### src/rtl/riscv_core_pkg.sv
// Shared LSU definitions: FSM states, funct3 size encodings and request legality check.
package riscv_core_pkg;

    typedef enum logic [1:0] {
        IDLE  = 2'd0,
        REQ   = 2'd1,
        WAIT  = 2'd2,
        FAULT = 2'd3
    } lsu_state_e;

    typedef enum logic [2:0] {
        LSU_B  = 3'b000,
        LSU_H  = 3'b001,
        LSU_W  = 3'b010,
        LSU_D  = 3'b011,
        LSU_BU = 3'b100,
        LSU_HU = 3'b101,
        LSU_WU = 3'b110
    } lsu_size_e;

    localparam int WSTRB_W = 8;

    // Misaligned for its size, or a size that does not exist for this direction.
    function automatic logic lsu_req_bad(input logic we, input logic [2:0] funct3, input logic [2:0] off);
        logic misaligned;
        logic illegal;
        case (funct3[1:0])
            2'b00:   misaligned = 1'b0;
            2'b01:   misaligned = off[0];
            2'b10:   misaligned = (off[1:0] != 2'b00);
            2'b11:   misaligned = (off != 3'b000);
            default: misaligned = 1'b0;
        endcase
        illegal = we ? funct3[2] : (funct3 == 3'b111);
        return misaligned | illegal;
    endfunction

endpackage

### src/rtl/riscv_core_lsu_align.sv
// Combinational lane steering: store data/strobe placement and load byte extract + extend.
module riscv_core_lsu_align
    import riscv_core_pkg::*;
#(
    parameter int XLEN = 64
) (
    input  logic [2:0]         st_funct3,
    input  logic [2:0]         st_off,
    input  logic [XLEN-1:0]    st_wdata,
    output logic [XLEN-1:0]    st_lane_wdata,
    output logic [WSTRB_W-1:0] st_lane_wstrb,
    input  logic [2:0]         ld_funct3,
    input  logic [2:0]         ld_off,
    input  logic [XLEN-1:0]    ld_rdata,
    output logic [XLEN-1:0]    ld_data
);

    logic [XLEN-1:0] ld_shift_s;

    assign st_lane_wdata = st_wdata << {st_off, 3'b000};
    assign ld_shift_s    = ld_rdata >> {ld_off, 3'b000};

    // Store strobes; illegal store sizes get no enables
    always_comb begin
        st_lane_wstrb = 8'h00;
        case (st_funct3)
            LSU_B:   st_lane_wstrb = 8'h01 << st_off;
            LSU_H:   st_lane_wstrb = 8'h03 << st_off;
            LSU_W:   st_lane_wstrb = 8'h0F << st_off;
            LSU_D:   st_lane_wstrb = 8'hFF;
            default: st_lane_wstrb = 8'h00;
        endcase
    end

    // Load extraction with sign or zero extension
    always_comb begin
        ld_data = {XLEN{1'b0}};
        case (ld_funct3)
            LSU_B:   ld_data = {{(XLEN-8){ld_shift_s[7]}}, ld_shift_s[7:0]};
            LSU_H:   ld_data = {{(XLEN-16){ld_shift_s[15]}}, ld_shift_s[15:0]};
            LSU_W:   ld_data = {{(XLEN-32){ld_shift_s[31]}}, ld_shift_s[31:0]};
            LSU_D:   ld_data = ld_shift_s;
            LSU_BU:  ld_data = {{(XLEN-8){1'b0}}, ld_shift_s[7:0]};
            LSU_HU:  ld_data = {{(XLEN-16){1'b0}}, ld_shift_s[15:0]};
            LSU_WU:  ld_data = {{(XLEN-32){1'b0}}, ld_shift_s[31:0]};
            default: ld_data = {XLEN{1'b0}};
        endcase
    end

endmodule

### src/rtl/riscv_core_lsu.sv
// Load/store unit: one aligned doubleword memory request per access, extended load return.
// Optional request/response watchdog enabled by defining RISCV_LSU_TIMEOUT_EN.
module riscv_core_lsu
    import riscv_core_pkg::*;
#(
    parameter int XLEN           = 64,
    parameter int TIMEOUT_CYCLES = 255
) (
    input  logic               i_clk,
    input  logic               i_rst,
    input  logic               i_lsu_valid,
    input  logic               i_lsu_we,
    input  logic [2:0]         i_lsu_funct3,
    input  logic [XLEN-1:0]    i_lsu_addr,
    input  logic [XLEN-1:0]    i_lsu_wdata,
    output logic               o_lsu_busy,
    output logic               o_lsu_done,
    output logic               o_lsu_fault,
    output logic [XLEN-1:0]    o_lsu_rdata,
    output logic               o_mem_req,
    output logic               o_mem_we,
    output logic [XLEN-1:0]    o_mem_addr,
    output logic [XLEN-1:0]    o_mem_wdata,
    output logic [WSTRB_W-1:0] o_mem_wstrb,
    input  logic               i_mem_gnt,
    input  logic               i_mem_rvalid,
    input  logic [XLEN-1:0]    i_mem_rdata
);

    lsu_state_e         state_r;
    lsu_state_e         state_n;
    logic               we_r;
    logic [2:0]         funct3_r;
    logic [2:0]         off_r;
    logic [XLEN-1:0]    mem_addr_r;
    logic [XLEN-1:0]    mem_wdata_r;
    logic [WSTRB_W-1:0] mem_wstrb_r;
    logic               mem_req_r;
    logic               busy_r;
    logic               done_r;
    logic               fault_r;
    logic [XLEN-1:0]    rdata_r;

    logic               accept_s;
    logic               bad_s;
    logic               timeout_s;
    logic               done_s;
    logic               fault_s;
    logic               rdata_load_s;
    logic [XLEN-1:0]    st_lane_wdata_s;
    logic [WSTRB_W-1:0] st_lane_wstrb_s;
    logic [XLEN-1:0]    ld_data_s;

    assign accept_s = (state_r == IDLE) && i_lsu_valid;
    assign bad_s    = lsu_req_bad(i_lsu_we, i_lsu_funct3, i_lsu_addr[2:0]);

    riscv_core_lsu_align #(.XLEN(XLEN)) u_align (
        .st_funct3     (i_lsu_funct3),
        .st_off        (i_lsu_addr[2:0]),
        .st_wdata      (i_lsu_wdata),
        .st_lane_wdata (st_lane_wdata_s),
        .st_lane_wstrb (st_lane_wstrb_s),
        .ld_funct3     (funct3_r),
        .ld_off        (off_r),
        .ld_rdata      (i_mem_rdata),
        .ld_data       (ld_data_s)
    );

`ifdef RISCV_LSU_TIMEOUT_EN
    localparam int CNT_W = ($clog2(TIMEOUT_CYCLES + 1) > 8) ? $clog2(TIMEOUT_CYCLES + 1) : 8;
    logic [CNT_W-1:0] tmo_cnt_r;

    // Watchdog restarts on every state change and counts while REQ/WAIT persist
    always_ff @(posedge i_clk) begin
        if (i_rst) begin
            tmo_cnt_r <= {CNT_W{1'b0}};
        end else if (state_n != state_r) begin
            tmo_cnt_r <= {CNT_W{1'b0}};
        end else if ((state_r == REQ) || (state_r == WAIT)) begin
            tmo_cnt_r <= tmo_cnt_r + CNT_W'(1);
        end else begin
            tmo_cnt_r <= tmo_cnt_r;
        end
    end

    assign timeout_s = ((state_r == REQ) || (state_r == WAIT)) &&
                       (tmo_cnt_r == CNT_W'(TIMEOUT_CYCLES - 1));
`else
    logic [31:0] unused_timeout_cycles_s;
    assign unused_timeout_cycles_s = TIMEOUT_CYCLES;
    assign timeout_s               = 1'b0;
`endif

    // FSM state register
    always_ff @(posedge i_clk) begin
        if (i_rst) begin
            state_r <= IDLE;
        end else begin
            state_r <= state_n;
        end
    end

    // FSM next-state; gnt/rvalid take priority over a same-cycle watchdog expiry
    always_comb begin
        state_n = state_r;
        case (state_r)
            IDLE: begin
                if (i_lsu_valid) begin
                    state_n = bad_s ? FAULT : REQ;
                end else begin
                    state_n = IDLE;
                end
            end
            REQ: begin
                if (i_mem_gnt) begin
                    state_n = we_r ? IDLE : WAIT;
                end else if (timeout_s) begin
                    state_n = FAULT;
                end else begin
                    state_n = REQ;
                end
            end
            WAIT: begin
                if (i_mem_rvalid) begin
                    state_n = IDLE;
                end else if (timeout_s) begin
                    state_n = FAULT;
                end else begin
                    state_n = WAIT;
                end
            end
            FAULT:   state_n = IDLE;
            default: state_n = IDLE;
        endcase
    end

    // FSM output decode: completion events feeding the registered outputs
    always_comb begin
        done_s       = 1'b0;
        fault_s      = 1'b0;
        rdata_load_s = 1'b0;
        case (state_r)
            REQ: begin
                done_s = i_mem_gnt && we_r;
            end
            WAIT: begin
                done_s       = i_mem_rvalid;
                rdata_load_s = i_mem_rvalid;
            end
            FAULT: begin
                done_s  = 1'b1;
                fault_s = 1'b1;
            end
            default: begin
                done_s = 1'b0;
            end
        endcase
    end

    // Output and request registers; request fields are frozen at accept
    always_ff @(posedge i_clk) begin
        if (i_rst) begin
            mem_req_r   <= 1'b0;
            busy_r      <= 1'b0;
            done_r      <= 1'b0;
            fault_r     <= 1'b0;
            rdata_r     <= {XLEN{1'b0}};
            we_r        <= 1'b0;
            funct3_r    <= 3'b000;
            off_r       <= 3'b000;
            mem_addr_r  <= {XLEN{1'b0}};
            mem_wdata_r <= {XLEN{1'b0}};
            mem_wstrb_r <= {WSTRB_W{1'b0}};
        end else begin
            mem_req_r <= (state_n == REQ);
            busy_r    <= (state_n != IDLE);
            done_r    <= done_s;
            fault_r   <= fault_s;
            if (rdata_load_s) begin
                rdata_r <= ld_data_s;
            end else begin
                rdata_r <= rdata_r;
            end
            if (accept_s) begin
                we_r        <= i_lsu_we;
                funct3_r    <= i_lsu_funct3;
                off_r       <= i_lsu_addr[2:0];
                mem_addr_r  <= {i_lsu_addr[XLEN-1:3], 3'b000};
                mem_wdata_r <= st_lane_wdata_s;
                mem_wstrb_r <= st_lane_wstrb_s;
            end else begin
                we_r        <= we_r;
                funct3_r    <= funct3_r;
                off_r       <= off_r;
                mem_addr_r  <= mem_addr_r;
                mem_wdata_r <= mem_wdata_r;
                mem_wstrb_r <= mem_wstrb_r;
            end
        end
    end

    assign o_lsu_busy  = busy_r;
    assign o_lsu_done  = done_r;
    assign o_lsu_fault = fault_r;
    assign o_lsu_rdata = rdata_r;
    assign o_mem_req   = mem_req_r;
    assign o_mem_we    = we_r;
    assign o_mem_addr  = mem_addr_r;
    assign o_mem_wdata = mem_wdata_r;
    assign o_mem_wstrb = mem_wstrb_r;

endmodule

### config.mk
export PLATFORM = sky130hd
export DESIGN_NAME = riscv_core_lsu
export DESIGN_NICKNAME = d
export VERILOG_FILES = /design/src/rtl/riscv_core_pkg.sv /design/src/rtl/riscv_core_lsu_align.sv /design/src/rtl/riscv_core_lsu.sv
export SDC_FILE = /design/constraint.sdc
export NUM_CORES = 1
export LEC_CHECK = 0
export BUFFER_PORTS_ARGS = -buffer_cell sky130_fd_sc_hd__buf_4
export CAP_MARGIN = 20
export CORE_MARGIN = 2
export CORE_UTILIZATION = 40
export CTS_BUF_LIST = sky130_fd_sc_hd__clkbuf_4 sky130_fd_sc_hd__clkbuf_8
export CTS_CLUSTER_DIAMETER = 50
export CTS_CLUSTER_SIZE = 30
export DETAILED_ROUTE_END_ITERATION = 16
export PLACE_DENSITY = 0.67
export SETUP_SLACK_MARGIN = 0.05
export SYNTH_ARGS = -nofsm -noshare
export SYNTH_HDL_FRONTEND = slang
export SYNTH_SLANG_ARGS = --single-unit
### constraint.sdc
create_clock -name i_clk -period 3.32 [get_ports i_clk]
set_clock_uncertainty 0.2 [all_clocks]
set_input_delay 0.498 -clock i_clk [delete_from_list [all_inputs] [get_ports i_clk]]
set_output_delay 0.498 -clock i_clk [all_outputs]
set_load 0.1 [all_outputs]
== Word level (Yosys, flattened, before mapping) ==
Index checks and enable logic that the tools add are counted.
Storage, ports and cells
  output and inout port bits: 205
  input bits: 201
  flip-flop bits (word level): 210
Operators by class
  equality and inequality tests: 17
  reduce and logical (&&, ||, !) cells: 9
  muxes and demuxes: 13
  bitwise logic cells: 1
  shifts and indexed selects: 5
Operators by type and width (number)
  64-bit case mux with 7 select lines: 1
  64-bit by 6-bit left shift with 64-bit output: 1
  64-bit by 6-bit right shift with 64-bit output: 1
  8-bit case mux with 4 select lines: 1
  3-bit by 2-bit equality test with 1-bit output, second input constant: 4
  3-bit equality test, second input constant: 4
  2-bit two-way mux: 5
  2-bit equality test, second input constant: 4
  2-bit case mux with 4 select lines: 1
  1-bit by 3-bit left shift with 8-bit output, first input constant: 1
  2-bit by 3-bit left shift with 8-bit output, first input constant: 1
  4-bit by 3-bit left shift with 8-bit output, first input constant: 1
  2-bit by 1-bit equality test with 1-bit output, second input constant: 3
  3-bit by 1-bit equality test with 1-bit output, second input constant: 2
  3-bit zero test: 2
  2-bit zero test: 2
  1-bit case mux with 4 select lines: 1
  2-bit nonzero test: 2
  1-bit two-way mux: 3
  1-bit case mux with 3 select lines: 1
  3-bit nonzero test: 1
  1-bit logical AND: 2
  1-bit bitwise OR: 1

== Logic depth before layout (Yosys ltp) ==
  word-level depth: 7
  mapped depth: 9

== Cells and area by module ==
A second synthesis with hierarchy kept.
Second synthesis, totals
  cells, all modules: 1511
  area total of the unflattened synthesis: 11315.9 µm²
By module, submodules not included
  riscv_core_lsu: times used 1, cells each 920, area each 7248.2 µm²
  riscv_core_lsu_align: times used 1, cells each 591, area each 4067.7 µm²

== Worst setup path before layout ==
No wires, ideal clock.
  kind: input to register
  start: input i_mem_rdata[47]
  end: register rdata_r[34] (netlist: o_lsu_rdata[34])
  data arrival time: 1.955 ns
  slack: 1.020 ns
  required time: 2.975 ns
  buffers on the path: 1
  cell stages on the path: 6
  cell sequence: mux2_4 -> mux4_2 -> and3_4 -> nor3_4 -> buf_6 -> a221oi_1
Between the ends
  word-level cells in the longest chain between the ends: 2
Ends and longest elaborated chain
  start, declared: RTL line riscv_core_lsu.sv:27  | input logic [XLEN-1:0] i_mem_rdata
  64-bit by 6-bit right shift with 64-bit output: RTL line riscv_core_lsu_align.sv:21  | assign ld_shift_s = ld_rdata >> {ld_off, 3'b000};
  64-bit case mux with 7 select lines: RTL line riscv_core_lsu_align.sv:38  | case (ld_funct3)
  end signal, assigned: RTL line riscv_core_lsu.sv:167  | rdata_r <= {XLEN{1'b0}};
  end signal, assigned: RTL line riscv_core_lsu.sv:180  | rdata_r <= ld_data_s;
  end signal, assigned: RTL line riscv_core_lsu.sv:182  | rdata_r <= rdata_r;
  end, declared: RTL line riscv_core_lsu.sv:42  | logic [XLEN-1:0] rdata_r;
No other way between the ends.
A chain may end at the register's enable or synchronous reset.

== Worst setup path after layout ==
  start: register off_r[1]
  end: register rdata_r[19] (netlist: o_lsu_rdata[19])
Between the ends
  word-level cells in the longest chain between the ends: 2
Ends and longest elaborated chain
  start, declared: RTL line riscv_core_lsu.sv:34  | logic [2:0] off_r;
  start signal, assigned: RTL line riscv_core_lsu.sv:187  | off_r <= i_lsu_addr[2:0];
  start signal, assigned: RTL line riscv_core_lsu.sv:194  | off_r <= off_r;
  64-bit by 6-bit right shift with 64-bit output: RTL line riscv_core_lsu_align.sv:21
  64-bit case mux with 7 select lines: RTL line riscv_core_lsu_align.sv:38
No other way between the ends.

==> metrics.md <==
| Metric | Value |
|---|---|
| Outcome | completed |
| Switching Share | 43.0% |
| Area of the multi-input gates | 0.00638 mm^2 |
| CTS buffer count | 30 |
| # nets final | 1931 |
| Clk pin slew, worst setup/hold paths | 0.09 ns |
| DP HPWL | 31500 um |
| Share of layout cells above drive strength 1 | 31.7% |
| Int Power | 4730 uW |
| CP Max Fanout | 27 |
| CP peak stage delay | 0.59 ns |
| Top cells by count, synth | nand2_1, dfxtp_1, a21oi_1 |
| Cell total after placement | 2003 |
| Drt first pass iters | 5 |
| Vias in the first global route | 11396 |
| PwrDens | 524 mW/mm^2 |
| DRC violations left | 0 |
| Clk sinks | 210 |
| Max Slew Vio Count | 0 |
| Most frequent cell after synthesis | nand2_1 |
| Routed WL | 44000 um |
| Die area | 0.0292 mm^2 |
| H-Tree Depth | 1 |
| Core area | 0.0276 mm^2 |
| Post-CTS Setup Inserts | 0 |
| Cts repair resizes | 0 |
| Top cell family by delay on the critical path | multiplexers |
| Die Y | 171 um |
| Crit path time final | 2.85 ns |
| Hold depth | 3 |
| Yosys reg bits | 210 |
| Hold EP | funct3_r[0]$_SDFFE_PP0P_ |
| Buffers on Ports | 402 |
| Remaining antenna violation count | 0 |
| Antenna violations before repair | 3 |
| Sequential Power Share | 34.0% |
| Worst-path cell chain | mux2_2 -> mux4_2 -> and3_4 -> nor2_2 -> a311oi_1 |
| Fillers | 2505 |
| Worst r2r path cells | 5 |
| Pin count of the biggest net entering global routing | 74 |
| Yosys top cell by area | dfxtp_1 |
| Combinational share of power | 36.0% |
| GRT Util Overall | 28.9% |
| Max IR drop VDD | 0.399 mV |
| Net load switching power | 3580 uW |
| Async SR Flop Fraction | 0% |
| GRT overflow | 0 |
| Worst path bufs/invs | 0 |
| Setup TNS | 0 ns |
| RSZ-0062 raised after global routing | no |
| Clock Power Share | 30.0% |
| Die X | 171 um |
| Reg2reg setup slack | 0.47 ns |
| Initial Utilization | 40.3% |
| Register area | 0.00421 mm^2 |
| Hold_sp | i_lsu_funct3[0] |
| Most used DFF post-synth | dfxtp_1 |
| Cell Count, Final, Fillers Out | 2133 |
| Synthesized area per cell | 8.43 um^2 |
| Fin. Hold Viols | 0 |
| Synth Warn # | 0 |
| Clk root buf | clkbuf_8 |
| Synth top area share | 37.8% |
| Wire per inst | 20.6 um |
| Clk buf depth | 3 |
| Slowest-stage cell, CP | dfxtp_4 |
| Worst-Margin Slew | 1.03 ns |
| Period utilization | 85.7% |
| Clock Latency Late Sink | 0.59 ns |
| Req. time, crit path | 3.54 ns |
| Synth area leaders | dfxtp_1, mux2i_1, nand2_1, mux4_2, a21oi_1 |
| Core Rows | 61 |
| Routability congestion estimate | 0.926 |
| Post-synth EDFFs | 0 |
| WS Path Type | reg2reg |
| Hold_buf cts | 73 |
| Crit path capture type | flop |
| Synth Instances | 1321 |
| Post-synthesis sequential area ratio | 37.8% |
| Fin area | 0.0159 mm^2 |
| P&R area growth vs syn | 42.3% |
| Post-Syn Area | 0.0111 mm^2 |
| Critical R2R Capture | o_lsu_rdata[19]$_SDFFE_PP0P_ |
| CTS tree | done |
| FF-to-FF Start | off_r[1]$_SDFFE_PP0P_ |
| First-pass GRT wire length | 65500 um |
| Final setup fails | 0 |
| Drt initial violations | 863 |
| DP Area | 0.0144 mm^2 |
| WP data arrival | 3.07 ns |
| Relative slew slack | 31.1% |
| Vias per cell | 5.55 |
| Worst Hold Class | in2reg |
| Static Leak | 0.00648 uW |
| Crit start category | flop |
| FMAX | 351 MHz |
| Post-synth cell types | 51 |
| # IOs | 406 |
| Max-Cap Viols | 0 |
| Vias post-DR | 11834 |
## flip-flops by register name, summed over array words and instances, names as in the netlist, 2 cells and up
name	count
o_mem_addr	61
o_lsu_rdata	64
off_r	3
o_mem_wstrb	8
o_mem_wdata	64
funct3_r	3
state_r	2
## worst max-delay path by stage
stage | start | endpoint | slack, ns | cells past startpoint
floorplan | i_mem_rdata[47] | o_lsu_rdata[34]$_SDFFE_PP0P_ | 1.02 | 6
finish | off_r[1]$_SDFFE_PP0P_ | o_lsu_rdata[19]$_SDFFE_PP0P_ | 0.47 | 5
CTS | off_r[1]$_SDFFE_PP0P_ | o_lsu_rdata[16]$_SDFFE_PP0P_ | 0.49 | 5
detailed placement | off_r[1]$_SDFFE_PP0P_ | o_lsu_rdata[22]$_SDFFE_PP0P_ | 0.51 | 5
global route | off_r[1]$_SDFFE_PP0P_ | o_lsu_rdata[19]$_SDFFE_PP0P_ | 0.39 | 5
global placement | off_r[1]$_SDFFE_PP0P_ | o_lsu_rdata[19]$_SDFFE_PP0P_ | 0.54 | 5
## kinds of logic (layout without fill, tap and decap cells)
| kind of cell | count (synthesis) | count (layout) | synth area share [%] |
|---|---|---|---|
| mux | 149 | 149 | 17.1 |
| compound gates | 388 | 388 | 23.0 |
| other cells | 1 | 6 | 0.0337 |
| buf+inv | 134 | 563 | 5.11 |
| xor+xnor | 1 | 1 | 0.0787 |
| simple gates | 438 | 438 | 16.9 |
| flops | 210 | 210 | 37.8 |
## per-stage QoR
stage                     hold WS, ns  total power (uW)  setup slack [ns]  util, %
after detailed placement        0.245              5780             0.510     52.0
after global placement          0.241              5760             0.545     52.0
after global routing           0.0281              8630             0.388     57.4
after floorplan                 0.262              4980              1.02        -
after CTS                      0.0172              8350             0.486     57.3
final                          0.0511              8310             0.473     57.4
## final cells by class
class                           instances  area share, %
Antenna cell                            3         0.0474
Tap cell                              378           2.98
Clock buffer                           33           2.83
Inverter                                4         0.0947
Multi-Input combinational cell        979           40.2
Sequential cell                       210           26.6
Timing Repair Buffer                  505           25.3
Clock inverter                         21           1.92
## layout by cell type, fill, tap and decap left out, types with 3 or more instances in the layout
master	count
o21ai_0	46
buf_4	428
inv_1	4
mux2i_1	92
dfxtp_1	208
clkinv_4	3
a21oi_1	125
nor2b_1	26
clkinv_8	8
inv_8	4
nor2_1	114
nor4_1	3
diode_2	3
mux4_2	30
conb_1	3
buf_12	3
a221oi_2	3
a221oi_1	37
a311oi_1	8
dlygate4sd3_1	73
o22ai_1	16
mux2_2	26
nor3_1	20
nand3b_1	9
a22oi_1	24
clkbuf_8	32
a211oi_1	57
nand2b_1	16
nand2_1	229
a2bb2oi_1	8
a21boi_0	39
o21a_1	9
nand3_1	10
inv_6	3
## worst reg2reg max path, stage by stage, from the launching register on
cell and delay [ns]:
dfxtp_4 0.59, mux2_2 0.44, mux4_2 0.48, and3_4 0.21
nor2_2 0.56, a311oi_1 0.19
## power by group through the flow
stage	Clock, uW	Combinational [uW]	Sequential, uW
2_1_floorplan	0	962	4020
3_3_place_gp	0	2890	2870
3_5_place_dp	0	2900	2880
4_1_cts	2550	2980	2820
5_1_grt	2650	3140	2850
6_report	2490	2990	2830
## metal layers
layer  vias to the layer above  routed length (um)  GRT usage (%)
met1                      5585               16900           35.1
li1                       5583                   -              -
met2                       566               20700           47.7
met5                         -                   0              0
met3                       100                4320           7.91
met4                         0                2030           13.4
(Power assumes the default switching activity.)
